==> config.mk <==
export PLATFORM = sky130hd
export DESIGN_NAME = dest_drain
export DESIGN_NICKNAME = d
export VERILOG_FILES = /design/src/rtl/dest_drain.sv
export SDC_FILE = /design/constraint.sdc
export NUM_CORES = 1
export LEC_CHECK = 0
export ABC_AREA = 1
export CAP_MARGIN = 20
export CELL_PAD_IN_SITES_DETAIL_PLACEMENT = 0
export CELL_PAD_IN_SITES_GLOBAL_PLACEMENT = 1
export CORE_UTILIZATION = 30
export CTS_CLUSTER_SIZE = 20
export DETAILED_ROUTE_END_ITERATION = 8
export GPL_ROUTABILITY_DRIVEN = 0
export PLACE_DENSITY_LB_ADDON = 0.05
export SLEW_MARGIN = 20
export SYNTH_ARGS = -nofsm -noshare
export SYNTH_HDL_FRONTEND = slang
export SYNTH_SLANG_ARGS = --single-unit
==> constraint.sdc <==
create_clock -name clk -period 1.25 [get_ports clk]
set_input_delay 0.125 -clock clk [delete_from_list [all_inputs] [get_ports clk]]
set_output_delay 0.125 -clock clk [all_outputs]
set_load 0.03 [all_outputs]
==> src/rtl/dest_drain.sv <==
// Drain stage behind destination FIFOs D0/D1: round-robin pop, capture, valid/ready delivery.
// Keeps per-destination saturating delivery counters and a sticky misroute flag.
module dest_drain #(
  parameter int unsigned WORD_SIZE = 6,
  parameter int unsigned DEST_BIT  = 4,
  parameter int unsigned CNT_W     = 8
) (
  input  logic                 clk,
  input  logic                 reset_L,
  input  logic                 enable,
  input  logic                 clear_counts,
  input  logic                 empty_D0,
  input  logic                 empty_D1,
  input  logic [WORD_SIZE-1:0] data_D0,
  input  logic [WORD_SIZE-1:0] data_D1,
  input  logic                 ready_out,
  output logic                 pop_D0,
  output logic                 pop_D1,
  output logic [WORD_SIZE-1:0] data_out,
  output logic                 valid_out,
  output logic                 dest_out,
  output logic [CNT_W-1:0]     count_D0,
  output logic [CNT_W-1:0]     count_D1,
  output logic                 misroute
);

  typedef enum logic [1:0] {StIdle, StArb, StFetch, StSend} state_e;

  localparam logic [CNT_W-1:0] CntOne = {{(CNT_W-1){1'b0}}, 1'b1};
  localparam logic [CNT_W-1:0] CntMax = {CNT_W{1'b1}};

  state_e               r_state;
  state_e               w_state_d;
  logic                 r_last;
  logic [WORD_SIZE-1:0] r_data;
  logic                 r_valid;
  logic                 r_dest;
  logic [CNT_W-1:0]     r_cnt0;
  logic [CNT_W-1:0]     r_cnt1;
  logic                 r_misroute;

  logic                 w_any;
  logic                 w_pick;
  logic                 w_hs;
  logic                 w_pop;
  logic [WORD_SIZE-1:0] w_fetch;

  always_comb begin
    w_any = ~empty_D0 | ~empty_D1;
    // With a single non-empty FIFO, empty_D0 alone tells which one it is.
    if (~empty_D0 & ~empty_D1) begin
      w_pick = ~r_last;
    end else begin
      w_pick = empty_D0;
    end
    w_hs  = (r_state == StSend) & ready_out;
    w_pop = enable & w_any & ((r_state == StArb) | w_hs);
  end

  assign pop_D0  = w_pop & ~w_pick;
  assign pop_D1  = w_pop & w_pick;
  // r_last holds the FIFO popped in the previous cycle, i.e. the one being fetched.
  assign w_fetch = r_last ? data_D1 : data_D0;

  always_comb begin
    w_state_d = r_state;
    unique case (r_state)
      StIdle:  if (enable) w_state_d = StArb;
      StArb: begin
        if (!enable) begin
          w_state_d = StIdle;
        end else if (w_any) begin
          w_state_d = StFetch;
        end
      end
      StFetch: w_state_d = StSend;
      StSend: begin
        if (ready_out) begin
          if (w_pop) begin
            w_state_d = StFetch;
          end else if (enable) begin
            w_state_d = StArb;
          end else begin
            w_state_d = StIdle;
          end
        end
      end
      default: w_state_d = StIdle;
    endcase
  end

  always_ff @(posedge clk or negedge reset_L) begin
    if (!reset_L) begin
      r_state    <= StIdle;
      r_last     <= 1'b1;
      r_data     <= '0;
      r_valid    <= 1'b0;
      r_dest     <= 1'b0;
      r_misroute <= 1'b0;
    end else begin
      r_state <= w_state_d;
      if (w_pop) begin
        r_last <= w_pick;
      end
      if (r_state == StFetch) begin
        r_data  <= w_fetch;
        r_dest  <= r_last;
        r_valid <= 1'b1;
        if (w_fetch[DEST_BIT] != r_last) begin
          r_misroute <= 1'b1;
        end
      end else if (w_hs) begin
        r_valid <= 1'b0;
      end
    end
  end

  always_ff @(posedge clk or negedge reset_L) begin
    if (!reset_L) begin
      r_cnt0 <= '0;
      r_cnt1 <= '0;
    end else if (clear_counts) begin
      r_cnt0 <= '0;
      r_cnt1 <= '0;
    end else if (w_hs) begin
      if (!r_dest && (r_cnt0 != CntMax)) begin
        r_cnt0 <= r_cnt0 + CntOne;
      end
      if (r_dest && (r_cnt1 != CntMax)) begin
        r_cnt1 <= r_cnt1 + CntOne;
      end
    end
  end

  assign data_out  = r_data;
  assign valid_out = r_valid;
  assign dest_out  = r_dest;
  assign count_D0  = r_cnt0;
  assign count_D1  = r_cnt1;
  assign misroute  = r_misroute;

endmodule
==> results.toml, run 1 <==
[final_layout]
n_antenna_cell = 0
n_fill_cell = 515
nets = 330
drive_gt1_share_pct = 39.9
syn2layout_area_growth_pct = 69.1

[placed_design]
dp_worst_setup_slack_ps = -259
port_buffers = 45
place_hpwl_um = 3130

[power_and_ir_drop]
leakage_nw = 1.29
p_int_mw = 2.04
switching_power_mw = 1.47
clkPwrFrac_pct = 15.3
p_seq_share_pct = 36.0
swShare_pct = 41.9
comb_power_share_pct = 48.7
irDropWorstVdd_uv = 761
powerDensity_nw_per_um2 = 1300

[sta]
worst_pin_slew_ps = 316
slew_viol_final = 0
rsz0062_at_grt = "true"
hold_viol = 0
fmax_ghz = 0.686
final.setup.worst_slack_ps = -209
fin_crit_sh_pct = 117
setup_viol = 2
finClkSkew_ps = 9.17
slew-limit-headroom_pct = 79.0
period_minus_slack_ps = 1460
fin_tns_setup_ps = -376

[floorplanning]
dieArea_um2 = 5620
die_y_um = 75.0
start_util_pct = 31.3
io_pins = 46
fp.coreArea_um2 = 5110
rows = 26
die_x_um = 75.0

[clock_tree]
numCtsBuffers = 3
cts_tree = "yes"
cts_max_level = 1
postCtsHoldBufs = 0
insertion_delay_ps = 280
clockBufferDepth = 2
path_clk_slew_ps = 100
cts.sinks = 28
cts_root_buf = "clkbuf_8"

[setup_path]
crit_end = "pop_D0"
path_class = "flop to primary output"
worstReg2RegStart = "count_D1[1]$_DFFE_PN0P_"
timing.rr.end = "count_D1[4]$_DFFE_PN0P_"
max_stage_delay_ps = 380
critical_path_arrival_ps = 1330
crit_path_start_kind = "flop"
crit_fanout = 2
r2r_cells = 9
cp_common_cell = "buf_6"
critPathSlowestCell = "dfrtp_1"
cp_cell_sequence = "nand2_1 -> a21oi_2 -> nand2_2 -> buf_6 -> nor2_4 -> buf_6"
crit_required_ps = 1120
end_kind = "primary output"
cp-startpoint = "r_state[0]$_DFFE_PN0P_"
regToRegSetupSlack_ps = 0

[route]
initialDrtViolationCount = 42
vias = 1678
wl_per_cell_um = 11.7
routed_wl_um = 4430
drt.antenna.violating_nets = 0
vias_per_cell = 4.44
drcViolationCount = 0
firstDrtPassIters = 4

[synth]
yosys_warnings = 0
ys_ff_latch = 28
ys_seq_area_share_pct = 43.9
synthAdderAreaFrac_pct = 1.57
synthMuxAreaShare_pct = 0
async_reset_ff_share_pct = 100
synth_top_family_by_area = "simple AND/OR/NAND/NOR gates"
synthFlopType = "dfrtp_1"
ys_types = 25
syn-num-nets = 242
syn_inst = 221
syn_avg_cell_area_um2 = 7.23
synth_top_area_share_pct = 42.3
yosys.area.top_type = "dfrtp_1"
synth_common_cells = "75 x nand2_1, 27 x dfrtp_1, 25 x nor2_1"
synth_simple_gate_area_share_pct = 37.4
synth_compound_area_share_pct = 8.61
yosysMostFrequentCell = "nand2_1"
synthTopCellsByArea = "dfrtp_1 42%, nand2_1 18%, nand3_1 6.0%"
synth_edf_count = 0
synth-xor-area-share_pct = 2.19
synth.cell_area_um2 = 1600

[global_routing]
antenna_found_initial = 0
met2_usage_pct = 27.4
met1_usage_pct = 23.0
first_global_vias = 1511
grtUsageTotal_pct = 16.8
grt_util_met3_pct = 2.54
grt_busiest_layer = "met2"
grt_max_degree = 29
grt_pass1_wl_um = 7140
gr-total-overflow = 0

[outcome]
status = "complete, but fails checks"
violations = "negative setup slack"

[min_path]
hp-class = "primary input to async pin"

[run]
maxCapViolations = 0
[cells in the final DEF (no fill, tap or decap), types with 3 or more instances in the layout]
cell type	Yosys	final
inv_2	3	5
nand2_2	3	19
dlygate4sd2_1	0	10
clkdlybuf4s15_1	0	3
nand3_2	1	5
clkdlybuf4s50_1	0	17
xor2_1	4	4
a21oi_2	2	3
clkbuf_8	0	3
o21ai_0	15	8
nand2_1	75	54
dfrtp_1	27	19
clkbuf_2	0	4
nand2_4	0	5
nor2_4	1	8
nand4_1	10	10
buf_12	0	3
buf_6	0	7
dfrtp_2	0	8
nand3_1	19	14
buf_4	1	42
nor2_1	25	19
o21ai_1	0	6
inv_1	20	16
[critical path: cells and delay by family, from the launching register on]
kind / cells / cell delay [ps]
buf+inv: 2 / 250
flops: 1 / 380
compound gates: 1 / 170
simple gates: 3 / 250
[metrics by stage]
stage | cells | hold WS, ps | instance area, um2 | utilization [%] | power, mW
2_1_floorplan | 221 | -171 | 1640 | - | 2.14
3_3_place_gp | 369 | 461 | 2440 | 47.8 | 2.86
3_5_place_dp | 369 | 469 | 2440 | 47.8 | 2.85
4_1_cts | 376 | 200 | 2520 | 49.4 | 3.39
5_1_grt | 378 | 202 | 2700 | 52.9 | 3.76
6_report | 378 | 194 | 2700 | 52.9 | 3.51
[area by class of cell]
class,count,area (um2),area share [%]
multi-input combinational,167,995,36.8
clock buffer,4,45.0,1.67
tap,70,87.6,3.24
timing repair buffer,86,762,28.2
inverter,23,101,3.75
sequential,28,712,26.3
[sequential cells by signal (all words and copies together), names as in the netlist]
name / count
count_D0: 8
r_last: 1
data_out: 6
count_D1: 8
r_state: 2
valid_out: 1
misroute: 1
dest_out: 1
[power groups by stage]
stage / Sequential, mW / Combinational (mW) / Clock (mW)
finish: 1.26 / 1.71 / 0.537
global route: 1.29 / 1.86 / 0.606
CTS: 1.24 / 1.58 / 0.565
detailed placement: 1.30 / 1.55 / 0
global placement: 1.30 / 1.56 / 0
floorplan: 1.54 / 0.598 / 0
[per-layer routing]
metal	share of wire, %	vias up
li1	-	891
met1	47	753
met2	48	30
met3	3.2	4
met4	0.95	0
met5	0	-
[cells by family after synthesis]
group           Yosys count
xor+xnor                  4
compound gates           23
buf+inv                  26
flops                    28
fa+ha+maj                 2
simple gates            138
[worst min-delay path by stage]
stage / from / to / cells past startpoint / slack (ps)
after floorplan: reset_L / count_D0[0]$_DFFE_PN0P_ / 0 / -170
final: reset_L / count_D0[3]$_DFFE_PN0P_ / 2 / 190
after global placement: misroute$_DFFE_PN0P_ / misroute$_DFFE_PN0P_ / 1 / 460
after CTS: reset_L / count_D0[3]$_DFFE_PN0P_ / 2 / 200
after detailed placement: misroute$_DFFE_PN0P_ / misroute$_DFFE_PN0P_ / 1 / 470
after global routing: reset_L / count_D0[3]$_DFFE_PN0P_ / 2 / 200
[repair_timing]
action | in CTS | in global routing
pin swaps | 5 | 20
cloned | 0 | 0
endpoints found under the setup margin | 31 | 34
gates resized for setup | 31 | 71
setup buffers | 3 | 3
No activity file was read; power rests on OpenSTA's default activity.
==> inputs of run 2 (changes only) <==
--- a/config.mk
+++ b/config.mk
@@ -5,11 +5,10 @@
 export SDC_FILE = /design/constraint.sdc
 export NUM_CORES = 1
 export LEC_CHECK = 0
-export ABC_AREA = 1
 export CAP_MARGIN = 20
 export CELL_PAD_IN_SITES_DETAIL_PLACEMENT = 0
 export CELL_PAD_IN_SITES_GLOBAL_PLACEMENT = 1
-export CORE_UTILIZATION = 30
+export CORE_UTILIZATION = 31
 export CTS_CLUSTER_SIZE = 20
 export DETAILED_ROUTE_END_ITERATION = 8
 export GPL_ROUTABILITY_DRIVEN = 0
==> results.toml, run 2 <==
[outcome]
status = "complete, but fails checks"
violations = "negative setup slack"

[floorplanning]
die_y_um = 69.7
fp.coreArea_um2 = 4380
dieArea_um2 = 4860
die_x_um = 69.7
rows = 24
io_pins = 46
start_util_pct = 32.4

[sta]
period_minus_slack_ps = 1510
final.setup.worst_slack_ps = -260
rsz0062_at_grt = "true"
fmax_ghz = 0.662
hold_viol = 0
finClkSkew_ps = 3.08
setup_viol = 18
fin_crit_sh_pct = 121
slew-limit-headroom_pct = 78.4
slew_viol_final = 0
worst_pin_slew_ps = 325
fin_tns_setup_ps = -2570

[clock_tree]
postCtsHoldBufs = 0
insertion_delay_ps = 270
clockBufferDepth = 2
cts.sinks = 28
cts_tree = "yes"
cts_root_buf = "clkbuf_8"
numCtsBuffers = 3
path_clk_slew_ps = 100
cts_max_level = 1

[placed_design]
port_buffers = 45
place_hpwl_um = 2670

[synth]
yosys.area.top_type = "dfrtp_1"
ys_ff_latch = 28
synth_top_area_share_pct = 47.5
syn-num-nets = 163
syn_avg_cell_area_um2 = 10.0
yosys_warnings = 0
synth_edf_count = 0
ys_seq_area_share_pct = 49.4
synthFlopType = "dfrtp_1"
ys_types = 36
yosysMostFrequentCell = "dfrtp_1"
synth.cell_area_um2 = 1420
async_reset_ff_share_pct = 100
synthTopCellsByArea = "dfrtp_1 48%, mux2i_1 7.0%, nand2_1 4.0%"
syn_inst = 142
synth_common_cells = "27 x dfrtp_1, 15 x nand2_1, 13 x nor2_1"

[global_routing]
grt_pass1_wl_um = 6620
antenna_found_initial = 0
gr-total-overflow = 0
grtUsageTotal_pct = 16.8
first_global_vias = 1497
grt_max_degree = 29

[final_layout]
drive_gt1_share_pct = 50.6
layout_commonest_cell = "buf_4"
n_antenna_cell = 0
nets = 259
syn2layout_area_growth_pct = 80.5
final_cell_mix = "52 x buf_4, 18 x clkdlybuf4s50_1, 15 x nand2_1, 15 x dfrtp_1, 12 x dfrtp_2"
final_core_util_pct = 58.5
n_fill_cell = 382

[setup_path]
cp-startpoint = "count_D1[1]$_DFFE_PN0P_"
crit_path_start_kind = "flop"
path_class = "flop to flop"
end_kind = "flop"
regToRegSetupSlack_ps = -260
crit_fanout = 3
critical_path_arrival_ps = 1680
worstReg2RegStart = "count_D1[1]$_DFFE_PN0P_"
r2r_cells = 5
crit_required_ps = 1420

[power_and_ir_drop]
p_total_mw = 3.64
irDropWorstVdd_uv = 915
powerDensity_nw_per_um2 = 1420
leakage_nw = 1.17

[route]
dr_wl_met3_um = 198
top_layer = "met4"
vias = 1444
initialDrtViolationCount = 36
drt.antenna.violating_nets = 0
firstDrtPassIters = 4
routed_wl_um = 3760
met2WireLength_um = 1930
wl_met1_um = 1580
wl_per_cell_um = 13.0
drcViolationCount = 0
vias_per_cell = 5.00

[min_path]
hp-class = "primary input to async pin"

[run]
maxCapViolations = 0
run 2: cell count changes in the layout (fill, tap and decap cells not counted), sizes merged, moves of 5 or more:
cell   previous run  this run
nand4            10         2
o21ai            15         9
nor2             28        13
nor3              1         6
nand2            78        16
inv              23         3
mux2i             0        10
nand3            20         7
buf              52        66
run 2: metal layers:
| layer | global-route usage [%] | up-vias |
|---|---|---|
| met3 | 3.63 | 7 |
| met2 | 30.5 | 40 |
| met4 | 5.11 | 0 |
| met5 | 0 | - |
| li1 | - | 702 |
| met1 | 19.8 | 695 |
run 2: critical path, stage by stage, from the launching register on:
cell and delay, ps:
dfrtp_2 440, ha_4 170, and2_4 140, a211oi_4 250, nand3_1 130, mux2_2 280
run 2: timing repair:
action | 4_1_cts | 5_1_grt
pin swaps | 10 | 10
setup buffers | 10 | 4
resized for setup | 44 | 11
endpoints found under the setup margin | 30 | 23
run 2: where the power goes:
| part | internal [mW] | switching [mW] | leakage (nW) |
|---|---|---|---|
| Combinational | 0.941 | 0.933 | 0.802 |
| Sequential | 1.12 | 0.138 | 0.344 |
| Clock | 0.229 | 0.284 | 0.0228 |
run 2: metrics by stage:
| step | std cells | cell area (um2) | hold slack (ps) | setup WS, ps |
|---|---|---|---|---|
| after floorplan | 142 | 1510 | -171 | -337 |
| after global placement | 272 | 2280 | 460 | -379 |
| after detailed placement | 272 | 2280 | 461 | -422 |
| after CTS | 286 | 2500 | 204 | -236 |
| after global routing | 289 | 2570 | 212 | -298 |
| final | 289 | 2570 | 200 | -260 |
run 2: worst paths after layout:
| kind | endpoint |
|---|---|
| min reg2reg | misroute$_DFFE_PN0P_ |
| max | count_D1[7]$_DFFE_PN0P_ |
| max reg2reg | count_D1[7]$_DFFE_PN0P_ |
| min in group clk | data_out[2]$_DFFE_PN0P_ |
| max in group asynchronous | r_last$_DFFE_PN1P_ |
| min | count_D0[4]$_DFFE_PN0P_ |
run 2: logic make-up (layout without fill, tap and decap cells):
family | after synthesis | count (layout) | synth area share (%)
AND/OR/NAND/NOR | 59 | 59 | 22.1
adder cells (fa/ha/maj) | 2 | 2 | 1.76
buffers and inverters | 7 | 102 | 1.85
XOR/XNOR | 4 | 4 | 2.47
multiplexers | 13 | 13 | 9.42
flip-flops | 28 | 28 | 49.4
AO/OA/AOI/OAI | 29 | 29 | 13.0
run 2: layout make-up:
type | instances | area [um2] | share of cell area (%)
clock buffer | 4 | 45.0 | 1.76
inverter | 3 | 11.3 | 0.439
multi-input combinational | 107 | 890 | 34.7
sequential | 28 | 717 | 27.9
tap | 52 | 65.1 | 2.54
timing repair buffer | 95 | 838 | 32.7
==> edit, RTL diff (flow settings as in run 1) <==
The 4 states of `state_e` get a one-hot encoding in 4 bits.
--- a/src/rtl/dest_drain.sv
+++ b/src/rtl/dest_drain.sv
@@ -24,7 +24,7 @@
   output logic                 misroute
 );
 
-  typedef enum logic [1:0] {StIdle, StArb, StFetch, StSend} state_e;
+  typedef enum logic [3:0] {StIdle = 4'b0001, StArb = 4'b0010, StFetch = 4'b0100, StSend = 4'b1000} state_e;
 
   localparam logic [CNT_W-1:0] CntOne = {{(CNT_W-1){1'b0}}, 1'b1};
   localparam logic [CNT_W-1:0] CntMax = {CNT_W{1'b1}};
Behaviour: no difference found for any inputs over 10 cycles, from zero or initial values and one cycle with reset_L low; not proved beyond that.
==> edit against run 1 <==
The flow still finishes with violations (negative setup slack); setup slack got worse by 0.018 ns; sequential power rose by 12%; clock skew fell by 0.0019 ns; power rose by 6.7%; cell area rose by 6.4%; sequential cell count rose by 2; wire length rose by 0.86%; sequential share of layout area rose by 0.25 points; area after synthesis rose by 3.9%.
==> edit: results (changes against run 1) <==
total track usage=16.7% (-0.059 points); Final setup viols=29 (+27); drt wl/cell=11.4 µm (-2.5%); outcome=finished, violations left; met3 wire len=192 µm (+35%); met2 Use GR=28.6% (+1.1 points); critical path's largest stage delay=0.40 ns (+0.02 ns); reg2reg end=count_D1[0]$_DFFE_PN0P_; layout cell share with drive strength beyond 1=38.0% (-1.9 points); Setup TNS Final=-3.76 ns (-3.38 ns); routed wl met2=2200 µm (+2.9%); Max IR drop VDD=0.880 mV (+16%); DPL Wire Length=3090 µm (-1.2%); met1 usage=20.9% (-2.1 points); H-tree depth=2 (+1); Leakage=1.40 nW (+9.0%); failing checks=negative setup slack; Post-Syn Nets=245 (+1.2%); cell count after synthesis=224 (+1.4%); worst-path maximum fanout=3 (+1); total CTS buffers=5 (+2); multiplexer share of the synthesized area=0% (unchanged); pre-CTS setup slack=-0.215 ns (+0.0444 ns); cell family with most CP delay=simple AND/OR/NAND/NOR gates; synth cell count leaders=79 x nand2_1, 29 x nor2_1, 28 x dfrtp_1, 22 x nand3_1, 16 x inv_1; first-pass GRT wire length=7850 µm (+9.9%); M1 WL=2020 µm (-4.0%); Worst Path Arrival=1.35 ns (+0.02 ns); Reg clk slew, reported paths=0.07 ns (-0.03 ns); Layout Cells excl Fill=391 (+3.4%); sequential share of the synthesized area=45.4% (+1.4 points); xor/xnor share of the synthesized area=2.11% (-0.083 points); placed cell areas=2520 µm² (+3.2%); clock skew=0.00726 ns (-0.00191 ns); Final ANT Viol Nets=0 (unchanged); Synth Area in Compound Gates=4.14% (-4.5 points); routed vias/inst=4.64 (+4.5%); iteration-0 DRC count of the detailed router=95 (+130%); top post-synthesis cells by area=dfrtp_1 42%, nand2_1 18%, nand3_1 6.6%; reg-to-reg slack, setup=-0.17 ns (-0.17 ns); placed cell count=368 (-0.27%); r2r startpoint=r_state[3]$_DFFE_PN0P_; number of global-route vias before repair=1753 (+16%); Synth warnings=0 (unchanged); Final WS setup=-0.227 ns (-0.0183 ns); synthesized-area fraction occupied by adder cells=1.51% (-0.059 points); pin count of the biggest net entering global routing=31 (+6.9%); Worst Hold Margin=0.214 ns (+0.0206 ns); Worst slew margin=79.0% (about the same); synth unique cells=24 (-4.0%); Layout Nets=341 (+3.3%); met3 global-route usage=3.83% (+1.3 points)
==> edit: cell types whose count changed in the layout (fill, tap and decap cells not counted), sizes merged, moves of 4 or more <==
| cell | run 1 | this run |
|---|---|---|
| inv | 23 | 19 |
| buf | 52 | 56 |
| nand2 | 78 | 82 |
| o21ai | 15 | 4 |
| a31oi | 0 | 5 |
| nor2 | 28 | 33 |
==> edit: how the worst max path moves through the flow <==
stage	depth (start not counted)	to	startpoint	slack (ns)
global placement	6	count_D1[7]$_DFFE_PN0P_	ready_out	-0.21
finish	7	pop_D0	r_state[1]$_DFFE_PN0P_	-0.23
CTS	6	pop_D0	r_state[2]$_DFFE_PN0P_	-0.26
floorplan	7	count_D1[2]$_DFFE_PN0P_	count_D1[0]$_DFFE_PN0P_	-0.12
global route	7	pop_D0	r_state[3]$_DFFE_PN0P_	-0.31
detailed placement	6	count_D1[4]$_DFFE_PN0P_	ready_out	-0.21
==> edit: cells by family after synthesis <==
kind of cell,count (synthesis)
buf+inv,23
flops,30
fa+ha+maj,2
xor+xnor,4
compound gates,12
simple gates,153
==> edit: layout make-up <==
cell class / instances / area [µm²]
fillers: 513 / 2330
multi-input cells: 172 / 1040
repair buffers: 92 / 816
flip-flops and latches: 30 / 764
inverters: 19 / 88.8
well taps: 70 / 87.6
clock buffers: 8 / 80.1
==> edit: power breakdown <==
group / switching (mW) / internal (mW)
Sequential: 0.226 / 1.18
Combinational: 0.846 / 0.726
Clock: 0.365 / 0.395
Total: 1.44 / 2.31
==> edit: timing repair <==
action,4_1_cts,5_1_grt
gates resized for setup,53,34
gates cloned,1,0
buffers inserted,12,5
endpoints found under the setup margin,39,34
pin swaps,23,16
